## src/rtl/skylark_pkg.sv

```systemverilog
// Shared types and constants for the register-file write path.
package skylark_pkg;

  localparam int RF_XLEN = 32;
  localparam logic [4:0] REG_X0 = 5'd0;

  typedef struct packed {
    logic [4:0]         addr;
    logic [RF_XLEN-1:0] data;
  } rf_wr_t;

endpackage

```

## src/rtl/rf_write_arbiter_wr_queue.sv

```systemverilog
// In-order pending-write buffer: dual enqueue (older slot first), single dequeue,
// occupancy count and a youngest-match search for two lookup addresses.
module wr_queue
  import skylark_pkg::*;
#(
  parameter int DEPTH = 4,
  parameter int XLEN  = 32
) (
  input  logic                    clk,
  input  logic                    reset,
  input  logic                    i_enq0_v,
  input  logic [4:0]              i_enq0_a,
  input  logic [XLEN-1:0]         i_enq0_d,
  input  logic                    i_enq1_v,
  input  logic [4:0]              i_enq1_a,
  input  logic [XLEN-1:0]         i_enq1_d,
  input  logic                    i_deq,
  input  logic [4:0]              i_la1,
  input  logic [4:0]              i_la2,
  output logic [$clog2(DEPTH):0]  o_count,
  output logic [4:0]              o_head_a,
  output logic [XLEN-1:0]         o_head_d,
  output logic                    o_hit1,
  output logic [XLEN-1:0]         o_hd1,
  output logic                    o_hit2,
  output logic [XLEN-1:0]         o_hd2
);

  localparam int PW = $clog2(DEPTH);
  localparam int CW = PW + 1;

  logic [4:0]      r_addr [DEPTH];
  logic [XLEN-1:0] r_data [DEPTH];
  logic [PW-1:0]   r_head;
  logic [PW-1:0]   r_tail;
  logic [CW-1:0]   r_count;
  logic [PW-1:0]   w_tail1;
  logic [PW-1:0]   w_idx;

  assign w_tail1  = r_tail + PW'(i_enq0_v);
  assign o_count  = r_count;
  assign o_head_a = r_addr[r_head];
  assign o_head_d = r_data[r_head];

  always_ff @(posedge clk or posedge reset) begin
    if (reset) begin
      r_head  <= '0;
      r_tail  <= '0;
      r_count <= '0;
    end else begin
      r_head  <= r_head + PW'(i_deq);
      r_tail  <= r_tail + PW'(i_enq0_v) + PW'(i_enq1_v);
      r_count <= r_count + CW'(i_enq0_v) + CW'(i_enq1_v) - CW'(i_deq);
    end
  end

  // Payload needs no reset: only slots inside [head, head+count) are ever read.
  always_ff @(posedge clk) begin
    if (i_enq0_v) begin
      r_addr[r_tail] <= i_enq0_a;
      r_data[r_tail] <= i_enq0_d;
    end
    if (i_enq1_v) begin
      r_addr[w_tail1] <= i_enq1_a;
      r_data[w_tail1] <= i_enq1_d;
    end
  end

  // Walk oldest to youngest so the last match found is the youngest one.
  always_comb begin
    o_hit1 = 1'b0;
    o_hd1  = '0;
    o_hit2 = 1'b0;
    o_hd2  = '0;
    w_idx  = '0;
    for (int i = 0; i < DEPTH; i++) begin
      w_idx = r_head + PW'(i);
      if (CW'(i) < r_count) begin
        if (i_la1 != REG_X0 && r_addr[w_idx] == i_la1) begin
          o_hit1 = 1'b1;
          o_hd1  = r_data[w_idx];
        end
        if (i_la2 != REG_X0 && r_addr[w_idx] == i_la2) begin
          o_hit2 = 1'b1;
          o_hd2  = r_data[w_idx];
        end
      end
    end
  end

endmodule

```

## src/rtl/rf_write_arbiter.sv

```systemverilog
// Arbitrates the single register-file write port between W2 (older) and W.
// Optional macro RF_WRITE_ARBITER_FWD_EN enables forwarding from the pending queue.
module rf_write_arbiter
  import skylark_pkg::*;
#(
  parameter int DEPTH = 4,
  parameter int XLEN  = 32
) (
  input  logic                    clk,
  input  logic                    reset,
  input  logic                    we_w,
  input  logic [4:0]              a3_w,
  input  logic [XLEN-1:0]         wd_w,
  input  logic                    we_w2,
  input  logic [4:0]              a4_w2,
  input  logic [XLEN-1:0]         wd_w2,
  input  logic [4:0]              la1,
  input  logic [4:0]              la2,
  output logic                    rf_we,
  output logic [4:0]              rf_a,
  output logic [XLEN-1:0]         rf_wd,
  output logic                    hit1,
  output logic                    hit2,
  output logic [XLEN-1:0]         hd1,
  output logic [XLEN-1:0]         hd2,
  output logic                    stall_req,
  output logic [$clog2(DEPTH):0]  count,
  output logic                    overflow_err
);

  localparam int CW = $clog2(DEPTH) + 1;

  logic            w_v1, w_v2, w_empty, w_deq;
  logic            w_cand1, w_cand2, w_acc1, w_acc2;
  logic [CW:0]     w_free, w_need;
  logic [CW-1:0]   w_count;
  logic            w_enq0_v, w_enq1_v;
  logic [4:0]      w_enq0_a;
  logic [XLEN-1:0] w_enq0_d;
  logic [4:0]      w_head_a;
  logic [XLEN-1:0] w_head_d;
  logic            w_qhit1, w_qhit2;
  logic [XLEN-1:0] w_qhd1, w_qhd2;
  logic            r_overflow;

  assign w_v1    = we_w  && (a3_w  != REG_X0);
  assign w_v2    = we_w2 && (a4_w2 != REG_X0);
  assign w_empty = (w_count == '0);
  assign w_deq   = !w_empty;

  // A non-empty queue owns the port, so every valid request queues behind it;
  // with an empty queue only W queues, and only when W2 took the port.
  assign w_cand2 = w_v2 && !w_empty;
  assign w_cand1 = w_v1 && (!w_empty || w_v2);

  assign w_free = (CW+1)'(DEPTH) - {1'b0, w_count} + {{CW{1'b0}}, w_deq};
  assign w_acc2 = w_cand2 && (w_free != '0);
  assign w_need = w_acc2 ? (CW+1)'(2) : (CW+1)'(1);
  assign w_acc1 = w_cand1 && (w_free >= w_need);

  assign w_enq0_v = w_acc2 || w_acc1;
  assign w_enq0_a = w_acc2 ? a4_w2 : a3_w;
  assign w_enq0_d = w_acc2 ? wd_w2 : wd_w;
  assign w_enq1_v = w_acc2 && w_acc1;

  wr_queue #(.DEPTH(DEPTH), .XLEN(XLEN)) u_queue (
    .clk      (clk),
    .reset    (reset),
    .i_enq0_v (w_enq0_v),
    .i_enq0_a (w_enq0_a),
    .i_enq0_d (w_enq0_d),
    .i_enq1_v (w_enq1_v),
    .i_enq1_a (a3_w),
    .i_enq1_d (wd_w),
    .i_deq    (w_deq),
    .i_la1    (la1),
    .i_la2    (la2),
    .o_count  (w_count),
    .o_head_a (w_head_a),
    .o_head_d (w_head_d),
    .o_hit1   (w_qhit1),
    .o_hd1    (w_qhd1),
    .o_hit2   (w_qhit2),
    .o_hd2    (w_qhd2)
  );

  always_ff @(posedge clk or posedge reset) begin
    if (reset) begin
      r_overflow <= 1'b0;
    end else if ((w_cand1 && !w_acc1) || (w_cand2 && !w_acc2)) begin
      r_overflow <= 1'b1;
    end
  end

  // Port is gated during reset because requests may still be arriving.
  always_comb begin
    rf_we = 1'b0;
    rf_a  = REG_X0;
    rf_wd = '0;
    if (!reset) begin
      if (!w_empty) begin
        rf_we = 1'b1;
        rf_a  = w_head_a;
        rf_wd = w_head_d;
      end else if (w_v2) begin
        rf_we = 1'b1;
        rf_a  = a4_w2;
        rf_wd = wd_w2;
      end else if (w_v1) begin
        rf_we = 1'b1;
        rf_a  = a3_w;
        rf_wd = wd_w;
      end
    end
  end

  assign count        = w_count;
  assign overflow_err = r_overflow;

`ifdef RF_WRITE_ARBITER_FWD_EN
  assign hit1      = w_qhit1;
  assign hit2      = w_qhit2;
  assign hd1       = w_qhd1;
  assign hd2       = w_qhd2;
  assign stall_req = (w_count >= CW'(DEPTH-1));
`else
  // Without forwarding the pipeline waits for the queue to drain completely.
  logic w_unused_lookup;
  assign w_unused_lookup = ^{w_qhit1, w_qhit2, w_qhd1, w_qhd2};
  assign hit1      = 1'b0;
  assign hit2      = 1'b0;
  assign hd1       = '0;
  assign hd2       = '0;
  assign stall_req = (w_count != '0);
`endif

endmodule

```

## config.mk

```make
export PLATFORM = sky130hd
export DESIGN_NAME = rf_write_arbiter
export DESIGN_NICKNAME = d
export VERILOG_FILES = /design/src/rtl/skylark_pkg.sv /design/src/rtl/rf_write_arbiter_wr_queue.sv /design/src/rtl/rf_write_arbiter.sv
export SDC_FILE = /design/constraint.sdc
export NUM_CORES = 1
export LEC_CHECK = 0
export CORE_MARGIN = 4
export CORE_UTILIZATION = 52
export DETAILED_ROUTE_END_ITERATION = 6
export HOLD_SLACK_MARGIN = 0.02
export PLACE_DENSITY_LB_ADDON = 0.15
export SETUP_SLACK_MARGIN = 0.4
export SLEW_MARGIN = 40
export SYNTH_ARGS = -nofsm -noshare
export SYNTH_HDL_FRONTEND = slang
export SYNTH_SLANG_ARGS = --single-unit
```

## constraint.sdc

```tcl
create_clock -name clk -period 7.4 [get_ports clk]
set_input_delay 1.48 -clock clk [delete_from_list [all_inputs] [get_ports clk]]
set_output_delay 1.48 -clock clk [all_outputs]
set_load 0.05 [all_outputs]
```

# After elaboration in Yosys (flattened, before gate mapping)
# Memory sizes are Yosys's and may differ from the RTL's.
# Cells that the tools add are included.
dict set report op_classes {
  n_addsub 8
  n_lt_le_gt_ge 1
  mux 19
  n_reduce_logical 20
}
# cell n
set ops {}
lappend ops {{32-bit two-way mux} 5}
lappend ops {{5-bit two-way mux} 5}
lappend ops {{5-bit nonzero test} 2}
lappend ops {{1-bit logical AND} 9}
lappend ops {{1-bit two-way mux} 8}
lappend ops {{2-bit by 1-bit adder with 2-bit output} 3}
lappend ops {{3-bit by 1-bit adder with 3-bit output} 2}
lappend ops {{4-bit by 1-bit adder with 4-bit output} 1}
lappend ops {{4-bit by 2-bit >= comparator with 1-bit output} 1}
lappend ops {{4-bit nonzero test} 1}
lappend ops {{3-bit by 3-bit subtractor with 4-bit output, first input constant} 1}
lappend ops {{1-bit zero test} 3}
lappend ops {{3-bit zero test} 1}
lappend ops {{1-bit logical OR} 3}
lappend ops {{3-bit nonzero test} 1}
lappend ops {{3-bit by 1-bit subtractor with 3-bit output} 1}
lappend ops {{2-bit two-way mux} 1}
dict set report totals {
  register_bits 8
  ram_bits 148
  input_bits 88
  word_cells 54
  memories 2
}
# name words word_bits rd rd_ports_with_merged_regs write_ports line
set mem_list {}
lappend mem_list {u_queue.r_data 4 32 1 0 2 rf_write_arbiter_wr_queue.sv:33} ;# logic [XLEN-1:0] r_data [DEPTH];
lappend mem_list {u_queue.r_addr 4 5 1 0 2 rf_write_arbiter_wr_queue.sv:32} ;# logic [4:0] r_addr [DEPTH];

# Logic depth before layout (Yosys ltp)
# Gate-level depths: netlist (run 1).
dict set report logic_depth {
  ltp_word 12
  depth_mapped 16
  mapped_depth_nobuf 14
}

# Hierarchy
# From an unflattened synthesis (run 1), not the netlist that was laid out.
dict set report unflattened {
  cells_unflattened 1402
  hier_area_um2 15637.5
}
# module instances cells_per_inst area_each_um2 seq_area_each_um2
set modules_own_cells {}
lappend modules_own_cells {wr_queue 1 1088 13327.8 4619.4}
lappend modules_own_cells {rf_write_arbiter 1 314 2309.7 25.0}

# Least setup slack after synthesis (run 1)
# No wires, ideal clock.
dict set report synth_timing {
  kind {input port to flip-flop}
  startpoint {in a4_w2[2]}
  endpoint {mem u_queue.r_addr[0][0] (enable)}
  arrival_ns 7.158
  required_time_ns 6.917
  path_slack_ns -0.240
  stages 12
  n_path_buf 0
  cell_sequence {or4_4 o221ai_4 ha_1 nand2b_1 a211oi_4 o21ai_0 o21ai_0 inv_1 ha_1 nor4_1 a22oi_1 o21ai_0}
}
# element line
set synth_rtl {}
lappend synth_rtl {{start, declared} rf_write_arbiter.sv:15} ;# input logic [4:0] a4_w2,
lappend synth_rtl {{end, declared} rf_write_arbiter_wr_queue.sv:32}

==> results of run 1 <==
==> worst max-delay path, stage by stage <==
cell and delay (ps):
clkdlybuf4s50_1 530, or4_4 610, o221ai_4 400, ha_1 300, nand2b_1 180, a211oi_4 440
o21ai_0 190, o21ai_0 330, inv_1 200, ha_1 410, nor4_1 550, a22oi_1 300
o21ai_4 190, buf_4 420
==> kinds of logic (layout without fill, tap and decap cells) <==
group                      Yosys count  count (layout)  synth area share
muxes                              185             185             0.302
other                                1              66          0.000394
buffers and inverters              122             187            0.0885
DFF                                156             156             0.488
and+or+nand+nor                     60              60            0.0283
xor gates and xnor gates             5               5           0.00460
AOI/OAI and AO/OA                   97              97            0.0755
adders and majority gates            8               8            0.0121
==> final timing paths <==
check                                    from               endpoint  slack, ps  depth (start not counted)
max                                  a4_w2[2]  u_queue.r_data[0][15]        910                         14
min                              overflow_err           overflow_err        510                          1
max reg2reg                u_queue.o_count[0]  u_queue.r_data[0][15]       2410                         13
min reg2reg                      overflow_err           overflow_err        510                          1
max in group asynchronous               reset      u_queue.r_head[1]       5000                          3
min in group asynchronous               reset      u_queue.r_head[1]       2090                          3
==> cells in the final DEF (no fill, tap or decap), drive strengths merged, types with 3 or more instances in the layout <==
master,n
dfrtp,8
buf,23
clkdlybuf4s50,120
nand2,5
a21oi,3
edfxtp,148
nor2,44
clkbuf,18
xor2,3
clkinv,11
mux4,37
mux2,148
a221oi,36
ha,6
o21ai,46
clkinvlp,3
inv,11
conb,66
==> registers in the layout, indices dropped and copies added, names as in the netlist <==
signal	count
u_queue.r_data	128
u_queue.o_count	3
overflow_err	1
u_queue.r_head	2
u_queue.r_tail	2
u_queue.r_addr	20
==> per-layer routing <==
layer,vias to the layer above,GRT usage,share of wire
met5,-,0,0
met4,0,0.0634,0.011
li1,2587,-,-
met3,23,0.0415,0.058
met1,2972,0.305,0.42
met2,227,0.384,0.51
==> cell type report <==
type / count / area (µm²) / share of cell area
Timing Repair Buffer: 143 / 1470 / 0.130
Tap cell: 229 / 287 / 0.0253
Sequential cell: 156 / 4650 / 0.411
Multi-Input combinational cell: 421 / 4330 / 0.382
Clock buffer: 18 / 429 / 0.0379
Clock inverter: 14 / 105 / 0.00929
Inverter: 12 / 45.0 / 0.00398
==> metrics by stage <==
stage / util / instances / power, mW / setup TNS [ps]
after detailed placement: 0.600 / 961 / 4.63 / 0
after floorplan: - / 699 / 3.83 / -17780
after global placement: 0.597 / 958 / 4.50 / 0
final: 0.630 / 993 / 5.39 / 0
after CTS: 0.630 / 993 / 5.42 / 0
after global routing: 0.630 / 993 / 5.64 / 0
==> report_power, final <==
group | leakage [nW] | internal, mW | total (mW) | switching, mW
Combinational | 2.53 | 1.27 | 2.91 | 1.64
Clock | 0.255 | 0.455 | 0.788 | 0.333
Sequential | 1.46 | 1.50 | 1.70 | 0.195
Total | 4.24 | 3.23 | 5.39 | 2.17
==> summary.md, run 1 <==
| Metric | Value |
|---|---|
| Overflow after GRT | `0` |
| Initial core utilization | `0.529` |
| Pwr per Cell Area | `477 mW/mm²` |
| Max_slew headroom | `0.487` |
| Clock Skew | `6.20 ps` |
| Distinct cells, synth | `42` |
| Final Setup Violations | `0` |
| Vias | `5,809` |
| Gr usage total | `0.228` |
| Final Cycle Share | `0.877` |
| Worst skew pair latency | `420 ps` |
| Yosys warnings | `0` |
| Detail Route Antenna Nets | `0` |
| Syn Std Cell Area | `0.00951 mm²` |
| Post-Syn Instances | `634` |
| Final min period | `6490 ps` |
| Final Cell Area | `0.0113 mm²` |
| I/O pin cnt | `197` |
| Drt drc | `0` |
| CTS tree | `yes` |
| Unrepaired setup endpoints after global routing | `no` |
| Via density per instance | `5.85` |
| DR iter-0 viols | `442` |
| Yosys top cell area share | `0.467` |
| Share of layout cells above drive strength 1 | `0.335` |
| CP Launch Type | `input pin` |
| DP Worst Slack | `542 ps` |
| Die Ht | `143 µm` |
| Synth Register Bits | `156` |
| Status | `finished, final reports clean` |
| Clk sinks | `156` |
| Peak VDD IR | `0.000290 V` |
| Hold slack final | `512 ps` |
| WP data arrival | `6550 ps` |
| Most common cell in the synthesized netlist | `edfxtp_1` |
| Hold WC Path Type | `register to register` |
| Final hold vios | `0` |
| CTS resizes | `0` |
| CP max FO | `24` |
| Placement-stage cell area | `0.0108 mm²` |
| Filler cells | `1,328` |
| Fmax | `0.154 GHz` |
| Largest net degree at the start of global routing | `42` |
| Synth Flop Type | `edfxtp_1` |
| Die area | `0.0205 mm²` |
| Drt first pass iters | `5` |
| PortBufs | `120` |
| Clock H-tree levels | `4` |
| Setup Fix Bufs, Post-CTS | `0` |
| Required time worst endpoint | `7460 ps` |
| Clk pin slew, worst setup/hold paths | `60 ps` |
| WL per Instance | `23.4 µm` |
| Number of global-route vias before repair | `6,205` |
| Post-DP HPWL | `14,700 µm` |
| Diodes inserted | `0` |
| Final net count | `847` |
| Lkg Pwr | `4.24 nW` |
| Leading area contributor after synthesis | `edfxtp_1` |
| Top cells by count, synth | `148 x edfxtp_1, 100 x mux2_4, 66 x buf_4` |
| Final slew viol count | `0` |
| Top post-synthesis cells by area | `edfxtp_1 47%, mux2_4 16%, mux4_2 8.8%` |
| Setup crit end kind | `register` |
| Num rows | `49` |
| Setup CP Type | `input pin to register` |
| Routability Congestion | `0.739` |
| First-pass GRT wire length | `34,900 µm` |
| Initial antenna violation count | `0` |
| Total CTS buffers | `17` |
| Core area | `0.0180 mm²` |
| P&R area growth vs syn | `18.9%` |
| Sequential share of the synthesized area | `0.488` |
| Chip width | `143 µm` |
| Root Driver | `clkbuf_16` |
| Post-CTS Hold Buffers | `0` |
| Max-cap violations | `0` |
| Max clock buf depth | `2` |
| Drt total wl | `23,200 µm` |
| Asr flop ratio synth | `0.0513` |
| Worst-margin pin slew | `770 ps` |
| Setup ws final | `911 ps` |
| Number of synthesized flops with an enable pin | `148` |
| Avg Inst Size Synth | `15.0 µm²` |
Power figures use the tool's default switching activity.
==> inputs of run 2 (changes only) <==
--- a/config.mk
+++ b/config.mk
@@ -9,6 +9,7 @@
 export CORE_UTILIZATION = 52
 export DETAILED_ROUTE_END_ITERATION = 6
 export HOLD_SLACK_MARGIN = 0.02
+export MAX_ROUTING_LAYER = met4
 export PLACE_DENSITY_LB_ADDON = 0.15
 export SETUP_SLACK_MARGIN = 0.4
 export SLEW_MARGIN = 40
==> run 2 against run 1 <==
Against the previous run: clock power grew 0.8%; critical endpoint unchanged; first-iteration DRC count grew 2.3%; register-to-register slack is essentially flat; total power grew 0.12%; largest power group unchanged; global-route usage grew 0.68 points; worst setup slack gained 16 ps; flip-flop and latch count is the same; via count grew 0.59%; worst hold slack lost 1.4 ps.
==> summary.md, run 2 (same netlist as run 1, synthesis figures left out) <==
| Metric | Value |
|---|---|
| PortBufs | `120` |
| Clk sinks | `156` |
| Final net count | `847` |
| WL per Instance | `23.5 µm` |
| Number of flip-flops in the largest register | `128` |
| Final Cycle Share | `0.875` |
| Final min period | `6470 ps` |
| Max-cap violations | `0` |
| Power Total | `5.40 mW` |
| Drt total wl | `23,300 µm` |
| Detail Route Antenna Nets | `0` |
| Chip width | `143 µm` |
| Initial antenna violation count | `0` |
| CTS resizes | `0` |
| Vias | `5,843` |
| Lkg Pwr | `4.24 nW` |
| Overflow after GRT | `0` |
| Setup CP Type | `input pin to register` |
| Most frequent cells in the layout | `148 x edfxtp_1, 120 x clkdlybuf4s50_1, 100 x mux2_4` |
| Diodes inserted | `0` |
| Final Setup Violations | `0` |
| DP Worst Slack | `542 ps` |
| Post-DP HPWL | `14,700 µm` |
| Sw Ratio | `0.402` |
| Clock Power Share | `0.147` |
| Worst-margin pin slew | `766 ps` |
| Setup Fix Bufs, Post-CTS | `0` |
| Share of layout cells above drive strength 1 | `0.335` |
| Setup crit end kind | `register` |
| Clock H-tree levels | `4` |
| Placement-stage cell area | `0.0108 mm²` |
| Max clock buf depth | `2` |
| Clock Skew | `4.07 ps` |
| Post-CTS Hold Buffers | `0` |
| Routability Congestion | `0.748` |
| Final slew viol count | `0` |
| Final Cell Area | `0.0113 mm²` |
| CTS tree | `yes` |
| CP max FO | `24` |
| Via density per instance | `5.88` |
| WP data arrival | `6540 ps` |
| Worst skew pair latency | `420 ps` |
| Largest net degree at the start of global routing | `42` |
| Initial core utilization | `0.529` |
| Cell Int Power | `3.23 mW` |
| Final hold vios | `0` |
| Die Ht | `143 µm` |
| CP Launch Type | `input pin` |
| Total CTS buffers | `17` |
| Clk pin slew, worst setup/hold paths | `60 ps` |
| Gr usage total | `0.234` |
| Peak VDD IR | `0.000290 V` |
| Max_slew headroom | `0.489` |
| Hold slack final | `510 ps` |
| Core area | `0.0180 mm²` |
| Root Driver | `clkbuf_16` |
| Status | `finished, final reports clean` |
| Fmax | `0.154 GHz` |
| Hold WC Path Type | `register to register` |
| Combinational power share | `0.538` |
| Setup ws final | `927 ps` |
| Drt drc | `0` |
| Required time worst endpoint | `7470 ps` |
| P&R area growth vs syn | `18.9%` |
| Drt first pass iters | `6` |
| Register share of total power | `0.315` |
| First-pass GRT wire length | `34,900 µm` |
| Largest reg by FF count | `u_queue.r_data` |
| Switch Pwr | `2.17 mW` |
| Die area | `0.0205 mm²` |
| DR iter-0 viols | `452` |
| Pwr per Cell Area | `477 mW/mm²` |
| Number of global-route vias before repair | `6,208` |
| Num rows | `49` |
| Unrepaired setup endpoints after global routing | `no` |
| I/O pin cnt | `197` |
| Leading cell type in the layout, fill and taps excluded | `edfxtp_1` |
==> run 2: cell counts in the layout (fill, tap and decap cells not counted) <==
Identical to the previous run, type by type.
==> run 2: worst max-delay path, stage by stage <==
cell	delay, ps
clkdlybuf4s50_1	530
or4_4	620
o221ai_4	400
ha_1	300
nand2b_1	180
a211oi_4	440
o21ai_0	190
o21ai_0	320
inv_1	200
ha_1	410
nor4_1	530
a22oi_1	300
o21ai_4	200
buf_4	420
==> run 2: final timing paths <==
path	startpoint	to	slack (ps)	cells past startpoint
setup / recovery	a4_w2[2]	u_queue.r_data[0][15]	930	14
hold / removal	overflow_err	overflow_err	510	1
setup reg to reg	u_queue.o_count[0]	u_queue.r_data[0][15]	2420	13
hold reg to reg	overflow_err	overflow_err	510	1
max in group asynchronous	reset	u_queue.r_head[1]	5030	3
min in group asynchronous	reset	u_queue.r_head[1]	2070	3
==> run 2: per-layer routing <==
layer | up-vias | part of all wire | track usage
met2 | 266 | 0.51 | 0.384
li1 | 2588 | - | -
met4 | 0 | 0.013 | 0.0679
met5 | - | 0 | -
met1 | 2961 | 0.41 | 0.307
met3 | 28 | 0.065 | 0.0352
==> run 2: stage by stage <==
stage	utilization	std cells	TNS [ps]
2_1_floorplan	-	699	-17780
3_3_place_gp	0.597	958	0
3_5_place_dp	0.600	961	0
4_1_cts	0.630	993	0
5_1_grt	0.630	993	0
6_report	0.630	993	0
==> run 2: cell type report <==
class | instances | area (µm²)
clock buffers | 18 | 429
inverters | 12 | 45.0
flip-flops and latches | 156 | 4650
repair buffers | 143 | 1470
well taps | 229 | 287
fillers | 1328 | 6650
clock inverters | 14 | 105
multi-input cells | 421 | 4330
==> run 2: power groups by stage <==
stage	sequential, mW	clock (mW)	combinational [mW]
final	1.70	0.794	2.91
after global routing	1.74	0.845	3.05
after CTS	1.71	0.802	2.92
after detailed placement	1.72	0	2.91
after global placement	1.69	0	2.82
after floorplan	1.66	0	2.18
